File: config.mk
export PLATFORM = sky130hd
export DESIGN_NAME = spidergon_ni_packetizer
export DESIGN_NICKNAME = d
export VERILOG_FILES = /design/src/rtl/spidergon_pkg.sv /design/src/rtl/spidergon_sync_fifo.sv /design/src/rtl/spidergon_ni_packetizer.sv
export SDC_FILE = /design/constraint.sdc
export NUM_CORES = 1
export LEC_CHECK = 0
export CORE_MARGIN = 3
export CORE_UTILIZATION = 50
export DETAILED_ROUTE_END_ITERATION = 8
export DONT_BUFFER_PORTS = 1
export PLACE_DENSITY = 0.74
export SETUP_SLACK_MARGIN = 0.1
export SYNTH_ARGS = -nofsm -noshare
export SYNTH_HDL_FRONTEND = slang
export SYNTH_SLANG_ARGS = --single-unit
File: constraint.sdc
create_clock -name clk -period 2.7 [get_ports clk]
set_clock_uncertainty 0.15 [all_clocks]
set_input_delay 0.27 -clock clk [delete_from_list [all_inputs] [get_ports clk]]
set_output_delay 0.27 -clock clk [all_outputs]
set_load 0.02 [all_outputs]
File: src/rtl/spidergon_pkg.sv
// Shared definitions for the Spidergon network-interface packetizer:
// flit type codes, flit field offsets and the packetizer state encoding.
package spidergon_pkg;

   localparam int TYPE_W = 2;

   localparam logic [1:0] FT_TAIL     = 2'b00;
   localparam logic [1:0] FT_HEAD     = 2'b01;
   localparam logic [1:0] FT_BODY     = 2'b10;
   localparam logic [1:0] FT_HDR_ONLY = 2'b11;

   typedef enum logic [1:0] {
      ST_IDLE = 2'b00,
      ST_HEAD = 2'b01,
      ST_BODY = 2'b10,
      ST_DROP = 2'b11
   } state_e;

   function automatic int type_msb(input int flit_w);
      return flit_w - 1;
   endfunction

   function automatic int vc_msb(input int flit_w);
      return flit_w - 1 - TYPE_W;
   endfunction

   function automatic int dest_msb(input int flit_w, input int vc_w);
      return flit_w - 1 - TYPE_W - vc_w;
   endfunction

   function automatic int src_msb(input int flit_w, input int vc_w,
                                  input int dest_w);
      return flit_w - 1 - TYPE_W - vc_w - dest_w;
   endfunction

endpackage

File: src/rtl/spidergon_sync_fifo.sv
// Synchronous show-ahead FIFO for payload words; power-of-two depth,
// extra pointer bit distinguishes full from empty.
module spidergon_sync_fifo #(
   parameter int WIDTH = 16,
   parameter int DEPTH = 4
) (
   input  logic             clk,
   input  logic             reset,
   input  logic             push,
   input  logic [WIDTH-1:0] push_data,
   input  logic             pop,
   output logic [WIDTH-1:0] pop_data,
   output logic             full,
   output logic             empty
);

   localparam int AW = $clog2(DEPTH);

   logic [WIDTH-1:0] r_mem [DEPTH];
   logic [AW:0]      r_wptr;
   logic [AW:0]      r_rptr;
   logic             w_push;
   logic             w_pop;

   assign w_push = push && !full;
   assign w_pop  = pop && !empty;

   assign empty    = (r_wptr == r_rptr);
   assign full     = (r_wptr[AW] != r_rptr[AW]) &&
                     (r_wptr[AW-1:0] == r_rptr[AW-1:0]);
   assign pop_data = r_mem[r_rptr[AW-1:0]];

   // Storage write; contents need no reset since pointers gate reads.
   always_ff @(posedge clk) begin
      if (w_push)
         r_mem[r_wptr[AW-1:0]] <= push_data;
   end

   // Pointer update; reset empties the buffer.
   always_ff @(posedge clk) begin
      if (reset) begin
         r_wptr <= '0;
         r_rptr <= '0;
      end else begin
         if (w_push)
            r_wptr <= r_wptr + (AW+1)'(1);
         if (w_pop)
            r_rptr <= r_rptr + (AW+1)'(1);
      end
   end

endmodule

File: src/rtl/spidergon_ni_packetizer.sv
// Network-interface packetizer: turns a descriptor plus a payload word
// stream into head/body/tail flits, dropping packets addressed to self.
module spidergon_ni_packetizer
   import spidergon_pkg::*;
#(
   parameter int NUM_OF_NODES            = 8,
   parameter int FLIT_DATA_WIDTH         = 16,
   parameter int NUM_OF_VIRTUAL_CHANNELS = 2,
   parameter int NODE_IDENTIFIER         = 0,
   parameter int FIFO_DEPTH              = 4,
   localparam int DEST_W = $clog2(NUM_OF_NODES),
   localparam int VC_W   = $clog2(NUM_OF_VIRTUAL_CHANNELS),
   localparam int FLIT_W = FLIT_DATA_WIDTH + 2
) (
   input  logic                               clk,
   input  logic                               reset,
   input  logic                               desc_valid,
   output logic                               desc_ready,
   input  logic [DEST_W-1:0]                  desc_dest,
   input  logic [VC_W-1:0]                    desc_vc,
   input  logic [3:0]                         desc_len,
   input  logic                               word_valid,
   output logic                               word_ready,
   input  logic [FLIT_DATA_WIDTH-1:0]         word_data,
   output logic [FLIT_W-1:0]                  flit_out,
   output logic                               flit_out_valid,
   input  logic [NUM_OF_VIRTUAL_CHANNELS-1:0] flit_out_vc_full,
   output logic                               pkt_dropped,
   output logic [15:0]                        pkt_sent_count
);

   localparam int TYPE_MSB = type_msb(FLIT_W);
   localparam int VC_MSB   = vc_msb(FLIT_W);
   localparam int DEST_MSB = dest_msb(FLIT_W, VC_W);
   localparam int SRC_MSB  = src_msb(FLIT_W, VC_W, DEST_W);
   localparam logic [DEST_W-1:0] SRC_ID = DEST_W'(NODE_IDENTIFIER);

   state_e                     r_state;
   state_e                     w_state_nxt;
   logic [FLIT_W-1:0]          r_flit;
   logic                       r_valid;
   logic [VC_W-1:0]            r_vc;
   logic [3:0]                 r_left;
   logic [15:0]                r_count;

   logic                       w_full;
   logic                       w_empty;
   logic [FLIT_DATA_WIDTH-1:0] w_fifo_data;
   logic                       w_pop;
   logic                       w_xfer;
   logic                       w_can_load;
   logic                       w_desc_ready;
   logic                       w_accept;
   logic                       w_load_head;
   logic                       w_load_word;
   logic                       w_drop_pop;
   logic                       w_clear;
   logic                       w_sent;
   logic                       w_dropped;
   logic [FLIT_W-1:0]          w_head;
   logic [1:0]                 w_word_type;

   spidergon_sync_fifo #(
      .WIDTH (FLIT_DATA_WIDTH),
      .DEPTH (FIFO_DEPTH)
   ) u_fifo (
      .clk       (clk),
      .reset     (reset),
      .push      (word_valid && !w_full),
      .push_data (word_data),
      .pop       (w_pop),
      .pop_data  (w_fifo_data),
      .full      (w_full),
      .empty     (w_empty)
   );

   assign word_ready     = !w_full;
   assign desc_ready     = w_desc_ready;
   assign pkt_dropped    = w_dropped;
   assign flit_out       = r_flit;
   assign flit_out_valid = r_valid;
   assign pkt_sent_count = r_count;

   assign w_xfer      = r_valid && !flit_out_vc_full[r_vc];
   assign w_can_load  = !r_valid || w_xfer;
   assign w_pop       = w_load_word || w_drop_pop;
   assign w_word_type = (r_left == 4'd1) ? FT_TAIL : FT_BODY;

   // Head flit is built straight from the descriptor being accepted.
   always_comb begin
      w_head = '0;
      w_head[TYPE_MSB -: TYPE_W] =
         (desc_len == 4'd0) ? FT_HDR_ONLY : FT_HEAD;
      w_head[VC_MSB -: VC_W]     = desc_vc;
      w_head[DEST_MSB -: DEST_W] = desc_dest;
      w_head[SRC_MSB -: DEST_W]  = SRC_ID;
   end

   // State register.
   always_ff @(posedge clk) begin
      if (reset)
         r_state <= ST_IDLE;
      else
         r_state <= w_state_nxt;
   end

   // Next state and datapath controls.
   always_comb begin
      w_state_nxt  = r_state;
      w_desc_ready = 1'b0;
      w_accept     = 1'b0;
      w_load_head  = 1'b0;
      w_load_word  = 1'b0;
      w_drop_pop   = 1'b0;
      w_clear      = 1'b0;
      w_sent       = 1'b0;
      w_dropped    = 1'b0;
      unique case (r_state)
         ST_IDLE: begin
            w_desc_ready = !reset;
            if (desc_valid && !reset) begin
               w_accept = 1'b1;
               if (desc_dest == SRC_ID) begin
                  w_state_nxt = ST_DROP;
               end else begin
                  w_state_nxt = ST_HEAD;
                  w_load_head = 1'b1;
               end
            end
         end
         ST_HEAD: begin
            if (w_xfer) begin
               if (r_left == 4'd0) begin
                  w_sent      = 1'b1;
                  w_clear     = 1'b1;
                  w_state_nxt = ST_IDLE;
               end else begin
                  w_state_nxt = ST_BODY;
                  w_load_word = !w_empty;
                  w_clear     = w_empty;
               end
            end
         end
         ST_BODY: begin
            // r_left reaches zero only once the tail is loaded.
            if (w_xfer && r_left == 4'd0) begin
               w_sent      = 1'b1;
               w_clear     = 1'b1;
               w_state_nxt = ST_IDLE;
            end else if (w_can_load && r_left != 4'd0) begin
               w_load_word = !w_empty;
               w_clear     = w_empty;
            end
         end
         ST_DROP: begin
            if (r_left == 4'd0) begin
               w_dropped   = !reset;
               w_state_nxt = ST_IDLE;
            end else begin
               w_drop_pop = !w_empty;
            end
         end
         default: w_state_nxt = ST_IDLE;
      endcase
   end

   // Output flit register, descriptor capture and sent counter.
   always_ff @(posedge clk) begin
      if (reset) begin
         r_flit  <= '0;
         r_valid <= 1'b0;
         r_vc    <= '0;
         r_left  <= '0;
         r_count <= '0;
      end else begin
         if (w_accept) begin
            r_vc   <= desc_vc;
            r_left <= desc_len;
         end
         if (w_load_head) begin
            r_flit  <= w_head;
            r_valid <= 1'b1;
         end else if (w_load_word) begin
            r_flit  <= {w_word_type, w_fifo_data};
            r_valid <= 1'b1;
            r_left  <= r_left - 4'd1;
         end else if (w_clear) begin
            r_valid <= 1'b0;
         end
         if (w_drop_pop)
            r_left <= r_left - 4'd1;
         if (w_sent)
            r_count <= r_count + 16'd1;
      end
   end

endmodule

Word level (Yosys, flattened, before mapping)
Memories as Yosys holds them, arrays and structs flattened. A register that Yosys moved wholly into a read port is not among the register bits.
Cells that the tools add are included.

word-level totals
  latch bits = 0
  logic and storage cells = 97
  bits in writable memories = 64
  bits in read-only memories = 0
  memories = 1
  register bits = 48
  output and inout bits = 38
  input bits = 30

memories
  memory        words  bits a word  read ports  clocked after Yosys merged registers in  wr ports  line                       RTL
  u_fifo.r_mem  4      16           1           1                                        1         spidergon_sync_fifo.sv:19  logic [WIDTH-1:0] r_mem [DEPTH];

operators by class
  equality and inequality tests = 11
  shift operators = 0
  reduce and logical (&&, ||, !) cells = 24
  multiplexer cells = 47
  div/mod/pow operators = 0
  multipliers = 0
  add/sub/neg operators = 4
  magnitude comparators = 1
  bitwise gates (word level) = 0

operators with widths
  operator                                          number
  two-way mux 18 bit                                2
  two-way mux 1 bit                                 27
  two-way mux 2 bit                                 10
  adder 16 x 1 -> 16 bit, second input constant     1
  two-way mux 4 bit                                 4
  logical AND 1 bit                                 8
  logical NOT 4 bit                                 2
  inequality test 2 bit, second input constant      4
  one-hot mux 2 bit (4 select lines)                1
  adder 3 x 1 -> 3 bit, second input constant       2
  one-hot mux 1 bit (2 select lines)                3
  logical NOT 1 bit                                 5
  == test 2 bit, second input constant              2
  == test 4 x 1 -> 1 bit, second input constant     1
  AND reduction 4 bit                               1
  nonzero test 4 bit                                1
  subtractor 4 x 1 -> 4 bit, second input constant  1
  == test 3 bit                                     1
  logical NOT 3 bit                                 1
  nonzero test 3 bit                                1
  == test 2 x 1 -> 1 bit, second input constant     1
  == test 2 bit                                     1
  logical NOT 2 bit                                 1
  logical OR 1 bit                                  2
  other kinds (4)                                   4

Logic depth before layout (Yosys ltp)
Gate-level depths: netlist of the first run.

  word-level depth = 13
  depth in mapped cells = 9
  depth with buffers taken out = 7

Cells and area by module
A second synthesis of the first run with hierarchy kept.

second synthesis, totals
  cell total of the unflattened synthesis = 382
  area total of the unflattened synthesis = 4971.0 sq um

by module, submodules not included
  module                   area each (sq um)  sequential area each (sq um)  times used  cells each
  spidergon_sync_fifo      2885.3             2082.0                        1           152
  spidergon_ni_packetizer  2085.8             840.8                         1           230

Worst setup path after synthesis of the first run
No wires, ideal clock.

  kind = reg2reg
  start point = register r_state[0]
  end point = register r_count[15], in the netlist pkt_sent_count[15]
  clock period less this slack = 2166 ps
  required time = 2480 ps
  library setup time = 70 ps
  stages on the path, launching flop included = 8
  arrival time = 1946 ps
  slack = 534 ps
  buffers on the path = 0
  cells stage by stage = dfxtp_1 > inv_1 > ha_1 > o21ai_0 > nor4_4 > nand2_4 > or3_1 > a21oi_1

between the ends
  word-level cells in the longest chain between the ends = 2
  elaborated cells between the ends (all ways) = 3
  classes of those cells = eq/ne: 2; mux: 1

ends and longest elaborated chain
  what                                                     line                            RTL
  start, declared                                          spidergon_ni_packetizer.sv:38   state_e r_state;
  start signal, assigned                                   spidergon_ni_packetizer.sv:104  r_state <= w_state_nxt;
  == test 2 bit or == test 2 x 1 -> 1 bit (tied branches)  spidergon_ni_packetizer.sv:118  unique case (r_state)
  one-hot mux 1 bit (2 select lines) (*)                   spidergon_ni_packetizer.sv:118
  end signal, assigned                                     spidergon_ni_packetizer.sv:193  r_count <= r_count + 16'd1;
  end, declared                                            spidergon_ni_packetizer.sv:44   logic [15:0] r_count;

Mark *: on every way between the ends. The rest lies on a longest branch, timed or not.
A chain may end at the register's enable or synchronous reset.

Final worst setup path of the first run
  start point = register r_left[0]
  end point = output port pkt_dropped

between the ends
  word-level cells in the longest chain between the ends = 3

ends and longest elaborated chain
  what                    line                            RTL
  start, declared         spidergon_ni_packetizer.sv:43   logic [3:0] r_left;
  start signal, assigned  spidergon_ni_packetizer.sv:178  r_left <= desc_len;
  start signal, assigned  spidergon_ni_packetizer.sv:186  r_left <= r_left - 4'd1;
  start signal, assigned  spidergon_ni_packetizer.sv:191  r_left <= r_left - 4'd1;
  logical NOT 4 bit       spidergon_ni_packetizer.sv:156  if (r_left == 4'd0) begin
  two-way mux 1 bit       spidergon_ni_packetizer.sv:156
  two-way mux 1 bit       spidergon_ni_packetizer.sv:118
  end, declared           spidergon_ni_packetizer.sv:28   output logic pkt_dropped,

Every way passes these cells.

==> run_results.csv, run 1 <==
group,metric,value,unit
hold_path,min_path_cells,3,
floorplan,core-area,8934,µm²
synth,async_reset_ff_frac,0,
floorplan,rows,34,
routing,first_pass_iters,4,
floorplan,die-width,103.1,µm
synth,synthTopCellsByCount,"edfxtp_1, dfxtp_1, nand2_1",
power,p_per_area,748.1,nW/µm²
sta,hold_viol,0,
critical_path,reg2reg_to,"flit_out[15]",
routing,drt-total-wl,9.641,mm
clocking,clk_latency,0.51,ns
finish,area_growth,23.45,%
clocking,cts_tree,"yes",
synth,synth-edff-count,64,
sta,max_clock_freq,410.5,MHz
synth,yosysSeqAreaShare,0.6205,
global_route,grt_pass1_wl,15.29,mm
finish,seq_area,2923,µm²
synth,avgSynthCellArea,13.16,µm²
place,dp_worst_setup_slack,0.5171,ns
sta,worst_pin_slew,0.6011,ns
critical_path,r2r-start,"r_state[1]",
critical_path,path_buf_inv,2,
place,port_buffers,0,
power,leakagePower,2.027,nW
finish,multiInputGateArea,1690,µm²
outcome,status,"finished clean",
finish,final_nets,451,
synth,synth_seq_cells,114,
synth,yosysTopAreaCell,"edfxtp_1",
clocking,root_buffer,"clkbuf_8",
finish,layout-drive-gt1-share,0.1663,
floorplan,ios,68,
routing,drc,0,
routing,wire_per_inst,18.22,µm
critical_path,r2r_slack,0.45,ns
routing,drt-initial-drc-count,163,
critical_path,worstSetupPathType,"flop to output port",
floorplan,die_h,103.1,µm
synth,ys.flop_type,"edfxtp_1",
hold_path,min_path_type,"input pin to flop",
synth,synth_area,4711,µm²
routing,num_vias,3065,
critical_path,r2r_cells,9,
finish,n_fill_cell,657,
sta,finalCriticalPeriod,2.436,ns
critical_path,crit_chain,"inv_1 > ha_1 > or3b_1 > nor3b_1 > buf_4",
clocking,max-clock-path-buffers,2,
critical_path,critical-path-top-delay-family,"simple AND/OR/NAND/NOR gates",
critical_path,start_kind,"flop",
sta,tns,0,ns
hold_path,whs_endpoint,"r_state[1]",
synth,synth_fp_nets,401,
sta,fin_ws,0.2638,ns
global_route,grt_pass1_vias,3067,
critical_path,crit_arrival,2.02,ns
global_route,grt_use_total,0.1938,
sta,maxSlewHeadroom,0.5962,
critical_path,cp_max_fo,5,
critical_path,required,2.28,ns
critical_path,worst-path-stages,5,
synth,synthCells,358,
routing,ant_nets,0,
synth,netlist.area_leader.share,0.4080,
power,ir_worst_vdd,0.4395,mV
clocking,cts_sinks,114,
finish,antenna_cells,0,
sta,rsz0062_at_grt,"false",
sta,final_min_period_over_clock_period,0.9023,
sta,finalSetupViolCount,0,
critical_path,critPathMaxStageDelay,0.42,ns
synth,yosysWarnings,0,
place,hpwl,6.122,mm
synth,synth.distinct_cells,49,
job,drv_cap,0,
clocking,htreeDepth,4,
clocking,cts-buffers-inserted,17,
routing,vias_per_cell,5.794,
synth,yosysMostFrequentCell,"edfxtp_1",
floorplan,die_area,10620,µm²
global_route,antenna_found_initial,0,
clocking,clk_pin_slew,0.06,ns
place,place.gp.congestion,0.8415,
critical_path,slowest_stage,"or3b_1",
sta,drv_slew,0,
synth,synth_area_leaders,"edfxtp_1, dfxtp_1, mux4_2",
hold_path,min_from,"flit_out_vc_full[1]",
critical_path,endpoint_kind,"output port",
global_route,grt_max_degree,35,
floorplan,start_util,0.5273,
global_route,grt_overflow,0,
[power by group]
part	internal (mW)	switching [mW]
sequential	1.90	0.0385
combinational	0.128	0.157
clock	1.32	0.808
[worst reg2reg max path: cells and delay by family (launching register included)]
kind	cells	cell delay [ns]
flops	1	0.35
fa+ha+maj	1	0.22
simple gates	1	0.13
buf+inv	3	0.53
compound gates	3	0.46
mux	1	0.29
[cells by family (layout without fill, tap and decap cells)]
family	Yosys count	in the layout	share of synthesized area
flops	114	114	0.6205
simple gates	111	111	0.1193
fa+ha+maj	13	13	0.03453
xor+xnor	23	23	0.04276
buf+inv	23	86	0.02071
compound gates	51	51	0.06985
mux	23	23	0.09243
[registers in the layout (all words and copies together) (netlist names), named ones only]
register	flops
flit_out	18
pkt_sent_count	16
u_fifo.r_rptr	3
u_fifo.r_mem	64
flit_out_valid	1
r_left	4
r_vc	1
u_fifo.r_wptr	3
r_state	2
[per-layer routing]
layer,GRT usage,wire length [µm],up-vias
met1,0.2367,4061,1508
met3,0.06428,598,14
met4,0.08665,111,0
li1,-,-,1435
met2,0.3138,4869,108
met5,0,0,-
[worst max path at each step]
stage                         endpoint  slack, ns       start
finish                     pkt_dropped       0.26   r_left[0]
global placement            r_state[1]       0.57   r_left[0]
CTS                        pkt_dropped       0.22   r_left[0]
detailed placement          r_state[1]       0.52   r_left[0]
global route               pkt_dropped       0.11   r_left[0]
floorplan           pkt_sent_count[15]       0.53  r_state[0]
[stage by stage]
step	cell area, µm²	hold slack (ns)	cells	total power [mW]	util
detailed placement	4940	0.1984	468	2.201	0.5529
finish	5816	0.05966	529	4.351	0.6510
CTS	5816	0.02795	529	4.393	0.6510
global placement	4940	0.1938	468	2.190	0.5529
global route	5816	0.05545	529	4.507	0.6510
floorplan	4711	0.2189	358	2.135	-
[timing repair]
item / 4_1_cts / 5_1_grt
endpoints found under the hold margin: 102 / 0
setup buffers: 0 / 0
gates resized for setup: 0 / 0
hold buffers: 29 / 0
[layout make-up]
class	count	area share
multi-input cells	221	0.2907
well taps	108	0.02324
flip-flops and latches	114	0.5026
repair buffers	45	0.07874
inverters	9	0.005809
clock inverters	15	0.02775
clock buffers	17	0.07121
[layout by cell type, fill, tap and decap left out, types with 2 or more instances in the layout]
cell           synthesis  routed
nor3_1                 4       4
inv_1                  9       9
nand4_1                6       6
a221oi_1               4       4
nor2_1                29      29
dfxtp_1               50      50
buf_12                 0       4
bufinv_16              0       2
a311oi_1               4       4
or3_1                  2       2
and2_1                 8       8
ha_1                  13      13
a211oi_1               2       2
nor4b_1                2       2
a31oi_1                4       4
inv_6                  0       2
dlygate4sd3_1          0      28
a21oi_1               20      20
xnor2_1                8       8
edfxtp_1              64      64
and3_1                 2       2
mux2i_1                6       6
o21ai_0                8       8
buf_4                  2      13
xor2_1                15      15
nand2_1               34      34
clkinv_2               0       2
nand3_1               10      10
mux4_2                16      16
clkinvlp_4             0       4
clkbuf_16              0      16
or3b_1                 2       2
nand2b_1               2       2
clkinv_4               0       5
Note: power is estimated with default switching activity, not from simulation.
==> inputs of run 2 (changes only) <==
--- a/config.mk
+++ b/config.mk
@@ -5,11 +5,14 @@
 export SDC_FILE = /design/constraint.sdc
 export NUM_CORES = 1
 export LEC_CHECK = 0
+export CELL_PAD_IN_SITES_DETAIL_PLACEMENT = 1
+export CELL_PAD_IN_SITES_GLOBAL_PLACEMENT = 1
 export CORE_MARGIN = 3
 export CORE_UTILIZATION = 50
 export DETAILED_ROUTE_END_ITERATION = 8
 export DONT_BUFFER_PORTS = 1
-export PLACE_DENSITY = 0.74
+export GPL_TIMING_DRIVEN = 0
+export PLACE_DENSITY = 0.86
 export SETUP_SLACK_MARGIN = 0.1
 export SYNTH_ARGS = -nofsm -noshare
 export SYNTH_HDL_FRONTEND = slang
==> run 2 against run 1 <==
Setup slack got worse by 0.21 ns. Utilization fell by 0.49 points. Clock-buffer cell count rose by 1. Fmax fell by 7.8%. Die area did not move. Register-to-register slack got worse by 0.39 ns. Via count rose by 8.4%. Critical path depth rose by 2. Global-route usage rose by 7.5 points. Largest cell class unchanged. Largest power group unchanged.
==> run_results.csv, run 2 (synthesis results as in run 1) <==
group,metric,value,unit
outcome,status,"finished clean",
sta,final_min_period_over_clock_period,0.9784,
sta,max_clock_freq,378.5,MHz
floorplan,core-area,8934,µm²
power,combPwrFrac,0.066,
sta,worst_pin_slew,0.7627,ns
global_route,antenna_found_initial,0,
place,placed_area,4846,µm²
clocking,htreeDepth,4,
finish,mostFrequentLayoutCell,"edfxtp_1",
sta,drv_slew,0,
finish,n_fill_cell,869,
finish,final_core_util,0.6461,
job,drv_cap,0,
routing,first_pass_iters,5,
sta,fin_ws,0.05826,ns
clocking,clk_latency,0.52,ns
place,hpwl,7.730,mm
global_route,grt_max_degree,18,
global_route,grt_pass1_wl,20.46,mm
critical_path,required,2.97,ns
critical_path,crit_arrival,2.92,ns
power,power_frac_seq,0.427,
global_route,grt_use_total,0.2691,
sta,tns,0,ns
routing,drt-total-wl,13.87,mm
critical_path,cp_max_fo,4,
finish,final_nets,449,
power,power_frac_clock,0.506,
power,switching_power,1.068,mW
finish,fin_area,5772,µm²
routing,wire_per_inst,26.32,µm
routing,vias_per_cell,6.302,
clocking,cts_tree,"yes",
floorplan,die_h,103.1,µm
power,internal_power,3.504,mW
hold_path,min_path_type,"input pin to flop",
floorplan,start_util,0.5273,
sta,hold_viol,0,
clocking,cts_sinks,114,
finish,largest_reg_flops,64,
floorplan,die-width,103.1,µm
floorplan,ios,68,
finish,area_growth,22.52,%
sta,fin_hold_ws,0.04248,ns
power,switching_share,0.2335,
place,placedCellCount,466,
power,leakagePower,1.985,nW
clocking,max-clock-path-buffers,2,
global_route,grt_pass1_vias,3546,
clocking,cts-buffers-inserted,17,
power,ir_worst_vdd,0.5394,mV
sta,finalSetupViolCount,0,
routing,ant_nets,0,
sta,finalCriticalPeriod,2.642,ns
clocking,clk_pin_slew,0.06,ns
routing,num_vias,3321,
power,p_per_area,792.1,nW/µm²
power,p_total,4.572,mW
place,dp_worst_setup_slack,0.1646,ns
global_route,grt_overflow,0,
place,port_buffers,0,
critical_path,endpoint_kind,"flop",
place,place.gp.congestion,0.7958,
sta,maxSlewHeadroom,0.4862,
routing,drc,0,
routing,drt-initial-drc-count,265,
floorplan,die_area,10620,µm²
finish,antenna_cells,0,
finish,mostFrequentLayoutCells,"edfxtp_1, dfxtp_1, nand2_1",
finish,layout-drive-gt1-share,0.1599,
floorplan,rows,34,
critical_path,start_kind,"flop",
finish,final_cells,527,
critical_path,worstSetupPathType,"flop to flop",
clocking,root_buffer,"clkbuf_8",
[run 2: what timing repair did]
action | 4_1_cts | 5_1_grt
setup endpoints to repair | 22 | 46
endpoints found under the hold margin | 76 | 0
resized for setup | 3 | 8
pin swaps | 1 | 1
setup buffers | 0 | 3
hold buffers | 26 | 0
[run 2: power groups by stage]
stage	clock network [mW]	registers [mW]	logic (mW)
floorplan	0	1.97	0.164
global placement	0	1.98	0.207
detailed placement	0	1.99	0.222
CTS	2.32	1.95	0.282
global route	2.42	1.96	0.323
finish	2.31	1.95	0.303
[run 2: final cells by class]
class	count	area, µm²	area share
multi-input cells	221	1725	0.2989
clock buffers	18	417.9	0.07240
plain buffers	14	65.06	0.01127
repair buffers	29	282.8	0.04899
flip-flops and latches	114	2923	0.5064
inverters	9	33.78	0.005853
clock inverters	14	188.9	0.03273
well taps	108	135.1	0.02341
[run 2: path summary, 6_finish.rpt]
kind,depth (start not counted),slack (ns),startpoint,to
max,7,0.06,r_left[1],r_state[1]
min,4,0.04,word_valid,u_fifo.r_wptr[0]
max reg2reg,7,0.06,r_left[1],r_state[1]
min reg2reg,2,0.41,flit_out[9],flit_out[9]
[run 2: critical path, cell delays in order (launching register included)]
cell,delay [ns]
dfxtp_1,0.32
inv_1,0.14
ha_1,0.25
or3b_1,0.52
nor4b_2,0.46
a21oi_1,0.09
or3b_1,0.38
a31oi_1,0.24
[run 2: routing by layer]
layer / wire length (µm) / vias up / share of wire / GRT usage
li1: - / 1428 / - / -
met1: 5382 / 1659 / 0.39 / 0.3259
met2: 6793 / 179 / 0.49 / 0.4356
met3: 1040 / 55 / 0.075 / 0.09405
met4: 654 / 0 / 0.047 / 0.1195
met5: 0 / - / 0 / 0
==> inputs of run 3 (changes only) <==
--- a/config.mk
+++ b/config.mk
@@ -7,7 +7,7 @@
 export LEC_CHECK = 0
 export CELL_PAD_IN_SITES_DETAIL_PLACEMENT = 1
 export CELL_PAD_IN_SITES_GLOBAL_PLACEMENT = 1
-export CORE_MARGIN = 3
+export CORE_MARGIN = 2
 export CORE_UTILIZATION = 50
 export DETAILED_ROUTE_END_ITERATION = 8
 export DONT_BUFFER_PORTS = 1
==> run 3 against run 2 <==
Combinational power about the same. Hold slack improved by 0.050 ns. Register-to-register slack improved by 0.08 ns. Sequential share of layout area is 0.19 points lower.
==> run_results.csv, run 3 (synthesis results as in run 1) <==
group,metric,value,unit
critical_path,endpoint_kind,"flop",
routing,num_vias,3363,
sta,maxSlewHeadroom,0.4365,
finish,final_nets,448,
power,ir_worst_vdd,0.4411,mV
floorplan,core-area,9196,µm²
global_route,grt_max_degree,18,
critical_path,crit_arrival,2.80,ns
critical_path,cp_max_fo,8,
clocking,clk_pin_slew,0.06,ns
critical_path,slowest_stage,"o21ai_0",
global_route,grt_use_total,0.2879,
finish,final_cells,529,
floorplan,rows,35,
place,placedCellCount,469,
place,placed_area,4850,µm²
critical_path,worst-path-stages,9,
clocking,clk_latency,0.53,ns
routing,dr_wl_met2,7.139,mm
routing,drt-initial-drc-count,260,
finish,largest_reg_flops,64,
global_route,antenna_found_initial,1,
power,switching_power,1.085,mW
finish,fin_area,5793,µm²
finish,seq_area,2923,µm²
critical_path,path_buf_inv,3,
power,power_frac_seq,0.418,
sta,hold_viol,0,
critical_path,start_kind,"flop",
routing,top_layer,"met4",
floorplan,die_h,101.1,µm
routing,drc,0,
critical_path,critPathMaxStageDelay,0.69,ns
outcome,status,"finished clean",
floorplan,die-width,101.1,µm
routing,wire_per_inst,26.73,µm
place,hpwl,7.635,mm
finish,mostFrequentLayoutCell,"edfxtp_1",
sta,rsz0062_at_grt,"true",
clocking,cts_sinks,114,
place,port_buffers,0,
sta,tns,0,ns
global_route,grt_pass1_wl,21.32,mm
finish,antenna_cells,0,
finish,n_fill_cell,895,
critical_path,crit_chain,"inv_1 > ha_1 > o21ai_0 > nor4_4 > buf_4 > buf_4 > nand3_1 > xor2_1 > nor2_1",
floorplan,ios,68,
job,drv_cap,0,
power,leakagePower,1.989,nW
finish,mostFrequentLayoutCells,"edfxtp_1, dfxtp_1, nand2_1",
critical_path,crit_top_cell,"buf_4",
critical_path,critical-path-top-delay-family,"compound AO/OA/AOI/OAI gates",
clocking,cts_tree,"yes",
clocking,htreeDepth,4,
routing,ant_nets,0,
clocking,root_buffer,"clkbuf_8",
critical_path,worstSetupPathType,"flop to flop",
hold_path,min_path_type,"input pin to flop",
routing,vias_per_cell,6.357,
critical_path,r2r_cells,9,
sta,drv_slew,0,
clocking,max-clock-path-buffers,2,
sta,finalSetupViolCount,0,
sta,final_min_period_over_clock_period,0.9473,
routing,first_pass_iters,5,
power,combPwrFrac,0.065,
floorplan,start_util,0.5122,
power,internal_power,3.598,mW
sta,worst_pin_slew,0.8364,ns
sta,max_clock_freq,391.0,MHz
critical_path,r2r_slack,0.14,ns
power,power_frac_clock,0.517,
critical_path,required,2.94,ns
routing,met3WireLength,1.036,mm
global_route,grt_pass1_vias,3609,
hold_path,min_path_cells,4,
power,p_per_area,808.4,nW/µm²
floorplan,die_area,10210,µm²
finish,layout-drive-gt1-share,0.1675,
global_route,grt_overflow,0,
finish,area_growth,22.97,%
clocking,cts-buffers-inserted,17,
routing,drt-total-wl,14.14,mm
power,switching_share,0.2318,
routing,drt-met1-wl,5.632,mm
sta,fin_hold_ws,0.09247,ns
finish,multiInputGateArea,1728,µm²
sta,finalCriticalPeriod,2.558,ns
place,place.gp.congestion,0.7943,
## run 3: cell count changes in the layout (fill, tap and decap cells not counted), sizes merged
cell | previous run | this run
clkbuf | 26 | 25
bufinv | 4 | 5
buf | 9 | 8
## run 3: tightest hold or removal path: stages
cell and delay (ns):
inv_1 0.09, a31oi_2 0.11, xnor2_1 0.16, nor2_1 0.09
## run 3: repair_timing
item                                    4_1_cts  5_1_grt
endpoints found under the setup margin       68       39
hold endpoints to repair                     76        0
pin swaps                                     1        1
gates resized for setup                       5        7
setup buffers                                 0        2
hold buffers                                 26        0
## run 3: final timing paths
path,from,end
worst max register to register,r_state[0],pkt_sent_count[10]
worst min register to register,r_left[0],r_left[0]
worst min-delay path,word_valid,u_fifo.r_wptr[0]
worst max-delay path,r_state[0],pkt_sent_count[10]
## run 3: metal layers
layer  vias to the layer above  track usage
li1                       1425            -
met1                      1702       0.3631
met2                       199       0.4651
met3                        37      0.08252
met4                         0       0.1227
met5                         -            0
## run 3: cell type report
cell class / instances / area share
multi-input combinational: 221 / 0.2983
inverter: 9 / 0.005832
buffer: 14 / 0.01123
timing repair buffer: 28 / 0.04752
sequential: 114 / 0.5045
clock inverter: 15 / 0.03715
clock buffer: 17 / 0.07149
tap: 111 / 0.02397
## run 3: through the flow
stage	util	power [mW]	setup slack, ns
6_report	0.6299	4.683	0.1422
5_1_grt	0.6299	4.772	0.06309
4_1_cts	0.6252	4.641	0.1602
3_5_place_dp	0.5273	2.208	0.1121
3_3_place_gp	0.5273	2.185	0.2619
2_1_floorplan	-	2.135	0.5335
## run 3: power by group through the flow
stage / sequential (mW) / clock, mW / combinational [mW]
2_1_floorplan: 1.97 / 0 / 0.164
3_3_place_gp: 1.98 / 0 / 0.207
3_5_place_dp: 1.99 / 0 / 0.222
4_1_cts: 1.95 / 2.41 / 0.278
5_1_grt: 1.96 / 2.49 / 0.322
6_report: 1.96 / 2.42 / 0.305
==> edit, RTL diff (config.mk and constraints of run 1) <==
Re-encode `state_e` (4 states) as one-hot, 4 bits wide.
--- a/src/rtl/spidergon_pkg.sv
+++ b/src/rtl/spidergon_pkg.sv
@@ -9,11 +9,11 @@
    localparam logic [1:0] FT_BODY     = 2'b10;
    localparam logic [1:0] FT_HDR_ONLY = 2'b11;
 
-   typedef enum logic [1:0] {
-      ST_IDLE = 2'b00,
-      ST_HEAD = 2'b01,
-      ST_BODY = 2'b10,
-      ST_DROP = 2'b11
+   typedef enum logic [3:0] {
+      ST_IDLE = 4'b0001,
+      ST_HEAD = 4'b0010,
+      ST_BODY = 4'b0100,
+      ST_DROP = 4'b1000
    } state_e;
 
    function automatic int type_msb(input int flit_w);
Check against the original RTL: same outputs for any inputs over 4 cycles, from zero or initial values and one cycle with reset high; so few cycles prove little.
==> edit against run 1 <==
Final area rose by 0.65%; routed wire length rose by 3.6%; first-iteration DRC count fell by 9.2%; total power fell by 2.3%; register-to-register slack got worse by 180 ps; area after synthesis rose by 2.0%; sequential cell count rose by 2; worst setup slack improved by 7.4 ps; fmax rose by 0.31%; die area rose by 1.9%; critical path type is now reg -> reg; largest power group unchanged.
==> edit: results (changes against run 1) <==
Place
  – Post-DP Area: 4960 um^2 (+0.51%)
  – RePlAce Congestion: 0.811 (-3.7%)

Logic synthesis
  – Synth cell count leaders: edfxtp_1 (64), dfxtp_1 (52), nand2_1 (46)
  – Seq/Total Area, Yosys: 61.7% (-0.38 points)
  – Syn nets: 417 (+4.0%)
  – Adder-Cell Fraction of Synth Area: 2.34% (-1.1 points)
  – Compound-Gate Fraction of Synth Area: 7.29% (+0.31 points)

Setup path
  – CP Capture Point: flit_out[13]
  – CP peak stage delay: 630 ps (+210 ps)
  – Register-to-Register Setup Slack: 270 ps (-180 ps)

Drt
  – Avg WL per Cell: 17.7 um (-3.0%)
  – Routed WL: 9.99 mm (+3.6%)
  – Vias per inst: 5.50 (-5.1%)
  – DR iter-0 viols: 148 (-9.2%)

Final layout
  – Buffers excl. clock: 42 (-6.7%)
  – Multi-input gates: 235 (+6.3%)
  – Clk cell area share: 9.32% (-0.58 points)
  – Invs w/o clock: 11 (+2)
  – Share of cells above drive strength 1: 17.0% (+0.35 points)
  – Final instance area: 5850 um^2 (+0.65%)

GRT
  – Vias in the first global route: 3,108 (+1.3%)
  – Pin count of the biggest net entering global routing: 39 (+11%)

Run status
  – Run status: complete, no violations

STA
  – Final worst path period share: 90.0% (-0.27 points)

Min path
  – WHS Path Cells: 4 (+1)
edit: cell types whose count changed after synthesis, sizes merged, moves of 4 or more:
| cell | before | now |
|---|---|---|
| nand2 | 35 | 46 |
| xnor2 | 8 | 20 |
| buf | 6 | 11 |
| xor2 | 15 | 3 |
| nor4 | 1 | 10 |
| ha | 13 | 9 |
| a31oi | 4 | 8 |
edit: metal layers:
metal	part of all wire [%]	up-vias	GRT usage (%)	routed length [um]
li1	-	1488	-	-
met1	40	1514	22.4	4030
met2	51	91	32.4	5100
met3	7.0	12	8.38	701
met4	1.7	0	7.79	165
met5	0	-	0	0
edit: report_power, final:
| group | internal [mW] | switching [mW] | total (mW) | leakage (nW) |
|---|---|---|---|---|
| clock | 1.22 | 0.807 | 2.03 | 0.260 |
| sequential | 1.93 | 0.0370 | 1.97 | 1.01 |
| combinational | 0.107 | 0.146 | 0.252 | 0.685 |
